$ cat src/rtl/core_exec_sequencer_if.sv
// Instruction-fetch and data-memory bus bundle between the sequencer and its memories.
// Valid/ready: a request transfers on the cycle req_valid & req_ready are both high; the
// requester holds req_valid until then. resp_err is meaningful only while resp_valid is high.
interface core_exec_sequencer_if;
  logic ifu_req_valid;
  logic ifu_req_ready;
  logic ifu_resp_valid;
  logic ifu_resp_err;
  logic lsu_req_valid;
  logic lsu_req_ready;
  logic lsu_resp_valid;
  logic lsu_resp_err;

  modport master (
    output ifu_req_valid,
    input  ifu_req_ready,
    input  ifu_resp_valid,
    input  ifu_resp_err,
    output lsu_req_valid,
    input  lsu_req_ready,
    input  lsu_resp_valid,
    input  lsu_resp_err
  );

  modport slave (
    input  ifu_req_valid,
    output ifu_req_ready,
    output ifu_resp_valid,
    output ifu_resp_err,
    input  lsu_req_valid,
    output lsu_req_ready,
    output lsu_resp_valid,
    output lsu_resp_err
  );
endinterface

$ cat src/rtl/core_exec_sequencer.sv
// Multi-cycle fetch/execute/memory sequencer for the RV32 core: gates pc and register-file updates.
// Optional macro SEQ_PERF_CNT_EN adds cycle_cnt / instret_cnt performance counters.
module core_exec_sequencer #(
  parameter int unsigned TIMEOUT_CYCLES = 255
) (
  input  logic                        clk,
  input  logic                        rst,
  core_exec_sequencer_if.master       bus,
  output logic                        inst_latch,
  input  logic                        dec_rd_wen,
  input  logic                        dec_is_load,
  input  logic                        dec_is_store,
  input  logic                        dec_is_ebreak,
  output logic                        pc_we,
  output logic                        rf_we,
  output logic                        halted,
  output logic                        bus_err,
  output logic [2:0]                  dbg_state
`ifdef SEQ_PERF_CNT_EN
  ,
  output logic [63:0]                 cycle_cnt,
  output logic [63:0]                 instret_cnt
`endif
);

  typedef enum logic [2:0] {
    S_FETCH = 3'd0,
    S_IWAIT = 3'd1,
    S_EXEC  = 3'd2,
    S_MREQ  = 3'd3,
    S_MWAIT = 3'd4,
    S_HALT  = 3'd5,
    S_ERR   = 3'd6
  } state_e;

  localparam bit        TO_EN   = (TIMEOUT_CYCLES != 0);
  localparam logic [15:0] TO_LAST = 16'(TIMEOUT_CYCLES - 32'd1);

  state_e      state_q, state_d;
  logic [15:0] to_cnt_q, to_cnt_d;
  logic        timeout_hit;
  logic        ifu_req_valid_c;
  logic        lsu_req_valid_c;

  assign timeout_hit = TO_EN && (to_cnt_q == TO_LAST);

  always_ff @(posedge clk or negedge rst) begin
    if (!rst) begin
      state_q  <= S_FETCH;
      to_cnt_q <= '0;
    end else begin
      state_q  <= state_d;
      to_cnt_q <= to_cnt_d;
    end
  end

  always_comb begin
    state_d         = state_q;
    to_cnt_d        = to_cnt_q;
    ifu_req_valid_c = 1'b0;
    lsu_req_valid_c = 1'b0;
    inst_latch      = 1'b0;
    pc_we           = 1'b0;
    rf_we           = 1'b0;
    halted          = 1'b0;
    bus_err         = 1'b0;
    case (state_q)
      S_FETCH: begin
        // Fetch request stays low while reset is held even though the state already reads FETCH.
        ifu_req_valid_c = rst;
        if (bus.ifu_req_ready) begin
          state_d  = S_IWAIT;
          to_cnt_d = '0;
        end
      end
      S_IWAIT: begin
        if (bus.ifu_resp_valid) begin
          if (bus.ifu_resp_err) begin
            state_d = S_ERR;
          end else begin
            inst_latch = 1'b1;
            state_d    = S_EXEC;
          end
        end else if (timeout_hit) begin
          state_d = S_ERR;
        end else begin
          to_cnt_d = to_cnt_q + 16'd1;
        end
      end
      S_EXEC: begin
        if (dec_is_ebreak) begin
          state_d = S_HALT;
        end else if (dec_is_load || dec_is_store) begin
          state_d = S_MREQ;
        end else begin
          pc_we   = 1'b1;
          rf_we   = dec_rd_wen;
          state_d = S_FETCH;
        end
      end
      S_MREQ: begin
        lsu_req_valid_c = 1'b1;
        if (bus.lsu_req_ready) begin
          state_d  = S_MWAIT;
          to_cnt_d = '0;
        end
      end
      S_MWAIT: begin
        if (bus.lsu_resp_valid) begin
          if (bus.lsu_resp_err) begin
            state_d = S_ERR;
          end else begin
            // Stores retire here too, but only loads carry data back to the register file.
            pc_we   = 1'b1;
            rf_we   = dec_rd_wen & dec_is_load;
            state_d = S_FETCH;
          end
        end else if (timeout_hit) begin
          state_d = S_ERR;
        end else begin
          to_cnt_d = to_cnt_q + 16'd1;
        end
      end
      S_HALT: begin
        halted = 1'b1;
      end
      S_ERR: begin
        bus_err = 1'b1;
      end
      default: begin
        state_d = S_ERR;
      end
    endcase
  end

  assign bus.ifu_req_valid = ifu_req_valid_c;
  assign bus.lsu_req_valid = lsu_req_valid_c;
  assign dbg_state         = state_q;

`ifdef SEQ_PERF_CNT_EN
  logic [63:0] cycle_cnt_q, cycle_cnt_d;
  logic [63:0] instret_cnt_q, instret_cnt_d;

  always_comb begin
    cycle_cnt_d   = cycle_cnt_q + 64'd1;
    instret_cnt_d = instret_cnt_q;
    if (pc_we) begin
      instret_cnt_d = instret_cnt_q + 64'd1;
    end
  end

  always_ff @(posedge clk or negedge rst) begin
    if (!rst) begin
      cycle_cnt_q   <= '0;
      instret_cnt_q <= '0;
    end else begin
      cycle_cnt_q   <= cycle_cnt_d;
      instret_cnt_q <= instret_cnt_d;
    end
  end

  assign cycle_cnt   = cycle_cnt_q;
  assign instret_cnt = instret_cnt_q;
`endif

endmodule

$ cat src/flat_wrapper.sv
// flat-port wrapper written by rule: the top's interface ports become plain ports
module core_exec_sequencer_flat 
#(
  parameter int unsigned TIMEOUT_CYCLES = 255
)
  (clk, rst, inst_latch, dec_rd_wen, dec_is_load, dec_is_store, dec_is_ebreak, pc_we, rf_we, halted, bus_err, dbg_state, bus_ifu_req_valid, bus_ifu_req_ready, bus_ifu_resp_valid, bus_ifu_resp_err, bus_lsu_req_valid, bus_lsu_req_ready, bus_lsu_resp_valid, bus_lsu_resp_err);
  core_exec_sequencer_if bus_i ();
  input  logic clk;
  input  logic rst;
  output logic inst_latch;
  input  logic dec_rd_wen;
  input  logic dec_is_load;
  input  logic dec_is_store;
  input  logic dec_is_ebreak;
  output logic pc_we;
  output logic rf_we;
  output logic halted;
  output logic bus_err;
  output logic [2:0] dbg_state;
  output wire logic [$bits(bus_i.ifu_req_valid)-1:0] bus_ifu_req_valid;
  input wire logic [$bits(bus_i.ifu_req_ready)-1:0] bus_ifu_req_ready;
  input wire logic [$bits(bus_i.ifu_resp_valid)-1:0] bus_ifu_resp_valid;
  input wire logic [$bits(bus_i.ifu_resp_err)-1:0] bus_ifu_resp_err;
  output wire logic [$bits(bus_i.lsu_req_valid)-1:0] bus_lsu_req_valid;
  input wire logic [$bits(bus_i.lsu_req_ready)-1:0] bus_lsu_req_ready;
  input wire logic [$bits(bus_i.lsu_resp_valid)-1:0] bus_lsu_resp_valid;
  input wire logic [$bits(bus_i.lsu_resp_err)-1:0] bus_lsu_resp_err;
  assign bus_ifu_req_valid = bus_i.ifu_req_valid;
  assign bus_i.ifu_req_ready = bus_ifu_req_ready;
  assign bus_i.ifu_resp_valid = bus_ifu_resp_valid;
  assign bus_i.ifu_resp_err = bus_ifu_resp_err;
  assign bus_lsu_req_valid = bus_i.lsu_req_valid;
  assign bus_i.lsu_req_ready = bus_lsu_req_ready;
  assign bus_i.lsu_resp_valid = bus_lsu_resp_valid;
  assign bus_i.lsu_resp_err = bus_lsu_resp_err;
  core_exec_sequencer #(.TIMEOUT_CYCLES(TIMEOUT_CYCLES)) u_core (.clk(clk), .rst(rst), .bus(bus_i), .inst_latch(inst_latch), .dec_rd_wen(dec_rd_wen), .dec_is_load(dec_is_load), .dec_is_store(dec_is_store), .dec_is_ebreak(dec_is_ebreak), .pc_we(pc_we), .rf_we(rf_we), .halted(halted), .bus_err(bus_err), .dbg_state(dbg_state));
endmodule
$ cat config.mk
export PLATFORM = sky130hd
export DESIGN_NAME = core_exec_sequencer_flat
export DESIGN_NICKNAME = d
export VERILOG_FILES = /design/src/rtl/core_exec_sequencer_if.sv /design/src/rtl/core_exec_sequencer.sv /design/src/flat_wrapper.sv
export SDC_FILE = /design/constraint.sdc
export NUM_CORES = 1
export LEC_CHECK = 0
export ABC_AREA = 1
export CORE_UTILIZATION = 60
export DETAILED_ROUTE_END_ITERATION = 10
export DONT_BUFFER_PORTS = 1
export PLACE_DENSITY_LB_ADDON = 0.08
export SLEW_MARGIN = 10
export SYNTH_ARGS = -nofsm -noshare
export SYNTH_HDL_FRONTEND = slang
export SYNTH_SLANG_ARGS = --single-unit
$ cat constraint.sdc
create_clock -name clk -period 2.7 [get_ports clk]
set_input_delay 0.405 -clock clk [delete_from_list [all_inputs] [get_ports clk]]
set_output_delay 0.405 -clock clk [all_outputs]
set_load 0.02 [all_outputs]
**Yosys cells after proc, flatten, opt, wreduce, memory -nomap -nowiden**

Cells that the tools add are included.

- Add/sub/neg operators: 1
- Equality and inequality tests: 11
- Muxes and demuxes: 33
- Bitwise operators: 2
- Reductions and logical operators: 6

Operator list:

| kind | number |
|---|---|
| $mux W16 | 5 |
| $pmux W16 S4 | 1 |
| $mux W3 | 8 |
| $pmux W3 S6 | 1 |
| $add A16 B1 Y16 const B | 1 |
| $eq A16 B8 Y1 const B | 1 |
| $mux W1 | 15 |
| $eq A3 B3 Y1 const B | 3 |
| $ne A2 B2 Y1 const B | 4 |
| $eq A3 B2 Y1 const B | 2 |
| $reduce_and A5 Y1 | 1 |
| $pmux W1 S2 | 2 |
| $reduce_bool A4 Y1 | 1 |
| $eq A3 B1 Y1 const B | 1 |
| $logic_not A3 Y1 | 1 |
| $reduce_and A3 Y1 | 1 |
| $mux W2 | 1 |
| $reduce_or A2 Y1 | 1 |
| $and A1 B1 Y1 | 1 |
| $logic_or A1 B1 Y1 | 1 |
| $not A1 Y1 | 1 |

- Register bits after elaboration: 19
- Input bits: 12
- Output and inout port bits: 10

**Logic depth before layout (Yosys ltp)**

Gate-level depths: netlist of the first run.

- Word-level depth: 4
- Depth in mapped cells: 11

**Worst setup path before layout of the first run**

Ideal clock, no wire load.

- Kind: register -> output
- Start: register u_core.state_q[1], in the netlist u_core.dbg_state[1]
- End: output pc_we
- Arrival: 1.411 ns
- Data required time: 2.295 ns
- Slack: 0.884 ns
- Cell stages (with the launch flop): 5
- Cell sequence: dfrtp_1 inv_2 nor2_2 inv_1 o32ai_1

- Longest elaborated chain between the ends: 2
- Elaborated cells on any way between the ends: 3
- Classes of those cells: 2 x eq/ne; 1 x mux

RTL lines:

| item | RTL line | source |
|---|---|---|
| from (decl) | core_exec_sequencer.sv:39 | `state_e state_q, state_d;` |
| from (signal assigned) | core_exec_sequencer.sv:52 | `state_q <= state_d;` |
| $eq A3 B3 Y1 / $eq A3 B2 Y1 (equally long branches) | core_exec_sequencer.sv:67 | `case (state_q)` |
| $pmux W1 S2 * | core_exec_sequencer.sv:67 |  |
| to (decl) | flat_wrapper.sv:15 | `output logic pc_we;` |

Mark *: on every way between the ends. The rest lies on a longest branch, timed or not.

**Worst setup path after layout of the first run**

- Start: register u_core.state_q[1], in the netlist u_core.dbg_state[1]
- End: output rf_we

- Longest elaborated chain between the ends: 2
- Elaborated cells on any way between the ends: 3
- Classes of those cells: 2 x eq/ne; 1 x mux

RTL lines:

| item | RTL line | source |
|---|---|---|
| $eq A3 B3 Y1 / $eq A3 B2 Y1 (equally long branches) | core_exec_sequencer.sv:67 |  |
| $pmux W1 S2 * | core_exec_sequencer.sv:67 |  |
| to (decl) | flat_wrapper.sv:16 | `output logic rf_we;` |

Marked as above.

==> run metrics, run 1 <==
Seq/Total Area, Yosys 31.0%; initial antenna violation count 0; Area Overhead vs Synth 1.55%; Max Fclk 451 MHz; Worst setup startpoint u_core.dbg_state[1]; hold_sp bus_ifu_resp_valid; Starting Density 66.2%; Critical Path Sink Type output pin; min Tclk post-route 2.22 ns; Worst VDD drop approximately 610 µV; CTS tree done; outcome finished clean; row count 17; Max Cap Viol 0; CP cell instances inv_2 > nor2_2 > inv_1 > nor2_1 > nand4_1 > o21ai_0; worst rel slew slack 43.3%; slowest CP cell dfrtp_1; RePlAce Congestion 0.877; Pwr per Cell Area 785 nW/µm²; Worst EP arrival 1.81 ns; Slew @ Worst Pin 0.847 ns; Clock Latency Late Sink 0.30 ns; CTS Root Cell clkbuf_4; CP max stage delay approximately 0.63 ns; Synth area leaders dfrtp_1 31%, nand2_1 16%, nor2_1 8.3%; crit start category register; Core Area 2320 µm²; Cell Area, Placed 1520 µm²; htree depth 1; largest net degree at the start of global routing 20; vias in the first global route 1,227; Iteration-0 DRC Markers 64; Post-CTS Hold Buffers 1; Seq cells post-synth 19; Reg-to-Reg Start u_core.dbg_state[0]; first-pass GRT wire length 5.49 mm; register clock-pin slew on the reported worst setup and hold paths approximately 0.11 ns; hold_ws between 0.3 and 0.4 ns; Synth cell types 27; Die Span Y ~53 µm; top-level I/O count 22; Bufs on Longest Clock Path 2; RSZ-0062 raised after global routing false; # DRC 0; vias post-DR 1,462; Mapped Cells approximately 230; antenna cell count 0; die area 2760 µm²; postcts setup bufs 0; Final period util slightly above 80%; Final setup violation count 0; IO Port Bufs 0; average size of a mapped cell 6.73 µm²; CP Class reg2out; clock net sink count 19; Synth top area share 31.0%; final number of hold-violating endpoints 0; final instance area 1560 µm²; final number of max-transition violations 0; WP data required 2.30 ns; final WL 3.37 mm; critical path's top delay family flip-flops; cts repair resizes 0; CP Max Fanout 6; ANT nets after route 0; layout cell share with drive strength beyond 1 between 10 and 15%; GRT overflow 0; Yosys top cell by area dfrtp_1; Initial DRT Pass Iterations 4; Post-Syn Nets 242; Post-Syn Area 1530 µm²; Setup TNS 0 ns; Vias per Instance 5.69; post-DP HPWL 2.63 mm; LEAKAGE slightly below 0.0007 µW; GRT Resource Usage Total 27.5%; Inserted Clock Buffers 3; die width between 50 and 60 µm; hold crit path type in2reg; NumNets Final between 200 and 250; CP bufs+invs 2; routed len/inst 13.1 µm; Yosys warnings 0; clk_skew 0.00467 ns
==> layout by cell type (no fill, tap or decap), drive strengths merged, types with 2 or more instances in the layout <==
master,n
nand2,75
nor2,41
inv,21
dfrtp,19
nand3,17
o21ai,17
nand4,10
o21bai,6
xor2,5
clkbuf,3
nor3,2
a21oi,2
ha,2
buf,2
==> cell usage after synthesis (all sizes together) <==
master and instances:
buf 6, nand4 10, nor2 41, and3 1, ha 2, nor3 2
a21oi 2, nand3b 1, xor2 5, nand3 17, or2 1, o21ai 17
dfrtp 19, o32ai 1, o211ai 1, o21bai 6, nand2 75, inv 21
==> registers in the layout, indices dropped and copies added, names as in the netlist <==
register          flops
u_core.dbg_state      3
u_core.to_cnt_q      16
==> stage by stage <==
step / total power [µW] / instances / utilization, % / setup WS [ns]
2_1_floorplan: 1050 / 228 / - / 0.884
3_3_place_gp: 1050 / 252 / 65.6 / 0.695
3_5_place_dp: 1070 / 252 / 65.6 / 0.589
4_1_cts: 1220 / 257 / 67.2 / 0.493
5_1_grt: 1330 / 257 / 67.2 / 0.356
6_report: 1220 / 257 / 67.2 / 0.482
==> per-layer routing <==
layer / up-vias / global-route usage [%] / routed length, µm
met5: - / 0 / 0
met4: 0 / 7.02 / 51
met3: 6 / 6.09 / 262
met2: 62 / 40.7 / 1480
met1: 657 / 40.0 / 1570
li1: 737 / - / -
==> path summary, 6_finish.rpt <==
path | cells past startpoint | to | slack [ns]
worst min register to register | 2 | u_core.to_cnt_q[15] | 0.56
worst min-delay path | 3 | u_core.dbg_state[2] | 0.38
min in group asynchronous | 1 | u_core.to_cnt_q[11] | 0.64
max in group asynchronous | 1 | u_core.dbg_state[2] | 1.54
worst max-delay path | 6 | rf_we | 0.48
worst max register to register | 8 | u_core.to_cnt_q[3] | 0.57
==> where the power goes <==
| part | switching [µW] | internal [µW] | leakage, µW |
|---|---|---|---|
| sequential | 115 | 320 | 0.000258 |
| clock | 91.7 | 55.3 | 0.0000177 |
| combinational | 461 | 180 | 0.000400 |
==> worst min-delay path, cell delays in order <==
cell and delay [ns]:
o21ai_0 0.07, nand4_1 0.08, a21oi_1 0.09
==> area by class of cell <==
type / instances / area (µm²)
clock buffers: 3 / 22.5
clock inverters: 1 / 5.00
fillers: 200 / 761
inverters: 21 / 81.3
multi-input cells: 182 / 913
flip-flops and latches: 19 / 475
well taps: 28 / 35.0
repair buffers: 3 / 25.0
==> cell families after synthesis <==
group,after synthesis,synth area share [%]
and+or+nand+nor,148,43.4
AOI/OAI and AO/OA,27,11.7
buffers and inverters,27,9.46
DFF,19,31.0
xor gates and xnor gates,5,2.85
adders and majority gates,2,1.63
No activity file was read; power rests on OpenSTA's default activity.
==> inputs of run 2 (changes only) <==
==> constraint.sdc (replaced) <==
create_clock -name clk -period 2.17 [get_ports clk]
set_input_delay 0.3255 -clock clk [delete_from_list [all_inputs] [get_ports clk]]
set_output_delay 0.3255 -clock clk [all_outputs]
set_load 0.02 [all_outputs]
==> run metrics, run 2 (same netlist as run 1, synthesis figures left out) <==
outcome finished clean; Pwr per Cell Area 1020 nW/µm² (+30%); CTS tree done; Hold Crit Depth 3 (unchanged); Final period util a little over 90%; layout cell share with drive strength beyond 1 15.9% (+2.0 points); Slew @ Worst Pin 0.853 ns (+0.00572 ns); slowest CP cell dfrtp_2; RePlAce Congestion 0.870 (-0.84%); hold crit path type in2reg; vias in the first global route 1,398 (+14%); LEAKAGE 0.000694 µW (+2.8%); NumNets Final 247 (+1.2%); Initial DRT Pass Iterations 4 (unchanged); Cell Int Power 760 µW (+37%); postcts setup bufs 0 (unchanged); crit start category register; most common cell after layout, fill and taps aside nand2_1; CP Class reg2out; Switching Share 53.2% (-1.3 points); GRT overflow 0 (unchanged); antenna cell count 0 (unchanged); critical path depth 7 (+1); clk_skew 0.0142 ns (+0.00954 ns); top-level I/O count 22 (unchanged); hold worst-path end u_core.dbg_state[2]; register area 478 µm² (+0.53%); Reg with most FFs u_core.to_cnt_q; post-DP HPWL 2.82 mm (+7.5%); Reg2Reg Capture Point u_core.to_cnt_q[3]; multi-input logic area 913 µm² (unchanged); vias post-DR 1,510 (+3.3%); GRT Resource Usage Total 31.0% (+3.4 points); Setup TNS 0 ns (unchanged); Fill cells 207 (+3.5%); Max Fclk 499 MHz; # DRC 0 (unchanged); Bufs on Longest Clock Path 2 (unchanged); Clock Latency Late Sink 0.31 ns (about the same); Core Area 2320 µm² (unchanged); min Tclk post-route 2.00 ns; CP cell instances inv_2 > nor2_2 > inv_1 > nor2_1 > nand4_1 > o21ai_0 > buf_4; CP bufs+invs 3 (+1); Inst Count DP 255 (+1.2%); Worst EP arrival 1.68 ns (-0.13 ns); final non-filler cell total 260 (+1.2%); Area Overhead vs Synth 4.00%; final number of hold-violating endpoints 0 (unchanged); die area 2760 µm² (unchanged); RSZ-0062 raised after global routing false; Comb pwr share 55.0% (+2.6 points); Worst VDD drop 618 µV (+1.8%); most frequent cells in the layout 67 x nand2_1, 34 x nor2_1, 19 x inv_1; Max Cap Viol 0 (unchanged); Inserted Clock Buffers 3 (unchanged); row count 17 (unchanged); final WL 3.76 mm (+12%); first-pass GRT wire length 6.23 mm (+14%); power share of the clock group 11.6% (-0.4 points); routed len/inst 14.5 µm (+10%); Starting Density 66.2% (unchanged); worst r2r path cells 9 (+1); final core occ 68.8% (+1.6 points); setup slack, reg-to-reg 0.25 ns (-0.32 ns); hold_sp bus_ifu_resp_valid; Flop pwr share 33.4% (-2.2 points); IO Port Bufs 0 (unchanged); worst rel slew slack 42.9% (-0.38 points); largest net degree at the start of global routing 20 (unchanged); Final setup violation count 0 (unchanged); Die Span Y 52.6 µm (unchanged); die width 52.6 µm (unchanged); CTS Root Cell clkbuf_4; Vias per Instance 5.81 (+2.1%); switching power 865 µW (+30%); initial antenna violation count 0 (unchanged); ANT nets after route 0 (unchanged); CP max stage delay 0.54 ns (-0.09 ns); Reg-to-Reg Start u_core.to_cnt_q[0]; final number of max-transition violations 0 (unchanged); WP data required 1.84 ns (-0.46 ns); Iteration-0 DRC Markers 82 (+28%); critical path's top delay family flip-flops; max reg flops 16 (unchanged); register clock-pin slew on the reported worst setup and hold paths 0.12 ns (about the same); Critical Path Sink Type output pin; CP Max Fanout 6 (unchanged); htree depth 1 (unchanged); clock net sink count 19 (unchanged)
run 2: metrics by stage:
stage	hold WS, ns	cell area [µm²]	total power [µW]	setup slack, ns
final	0.264	1600	1630	0.168
after global routing	0.282	1600	1750	0.0117
after CTS	0.267	1590	1610	0.0757
after detailed placement	0.0303	1560	1420	0.298
after global placement	0.0303	1560	1380	0.374
after floorplan	0.0299	1530	1310	0.434
run 2: worst max-delay path by stage:
stage                              startpoint            endpoint
after CTS                 u_core.dbg_state[1]               rf_we
after global placement     u_core.to_cnt_q[0]  u_core.to_cnt_q[3]
after global routing      u_core.dbg_state[1]               rf_we
after detailed placement   u_core.to_cnt_q[0]  u_core.to_cnt_q[9]
after floorplan           u_core.dbg_state[1]               pc_we
final                     u_core.dbg_state[1]               rf_we
run 2: final cells by class:
cell class                 count  area share [%]
clock buffer                   3            1.41
clock inverter                 1           0.314
sequential                    19            30.0
multi-input combinational    182            57.3
timing repair buffer           6            3.76
tap                           28            2.20
inverter                      21            5.10
run 2: power by group through the flow:
stage / Combinational (µW) / Clock [µW] / Sequential, µW
floorplan: 827 / 0 / 485
global placement: 844 / 0 / 537
detailed placement: 876 / 0 / 544
CTS: 889 / 186 / 537
global route: 989 / 204 / 555
finish: 894 / 188 / 543
run 2: layer usage:
metal / part of all wire (%) / vias up / track usage [%]
li1: - / 742 / -
met1: 45 / 691 / 43.5
met2: 46 / 71 / 47.0
met3: 7.8 / 6 / 6.67
met4: 1.7 / 0 / 9.21
met5: 0 / - / 0
run 2: worst reg2reg max path, cell delays in order (launching register included):
cell and delay (ns):
dfrtp_1 0.45, inv_1 0.12, ha_1 0.18, nand4_1 0.13
nor2_1 0.20, nand4_1 0.14, nand2_2 0.29, buf_12 0.20
nand2_1 0.07, o21ai_0 0.07
run 2: timing repair:
action	in CTS	in global routing
endpoints found under the setup margin	0	2
resized for setup	0	2
hold buffers	1	0
hold endpoints to repair	19	0
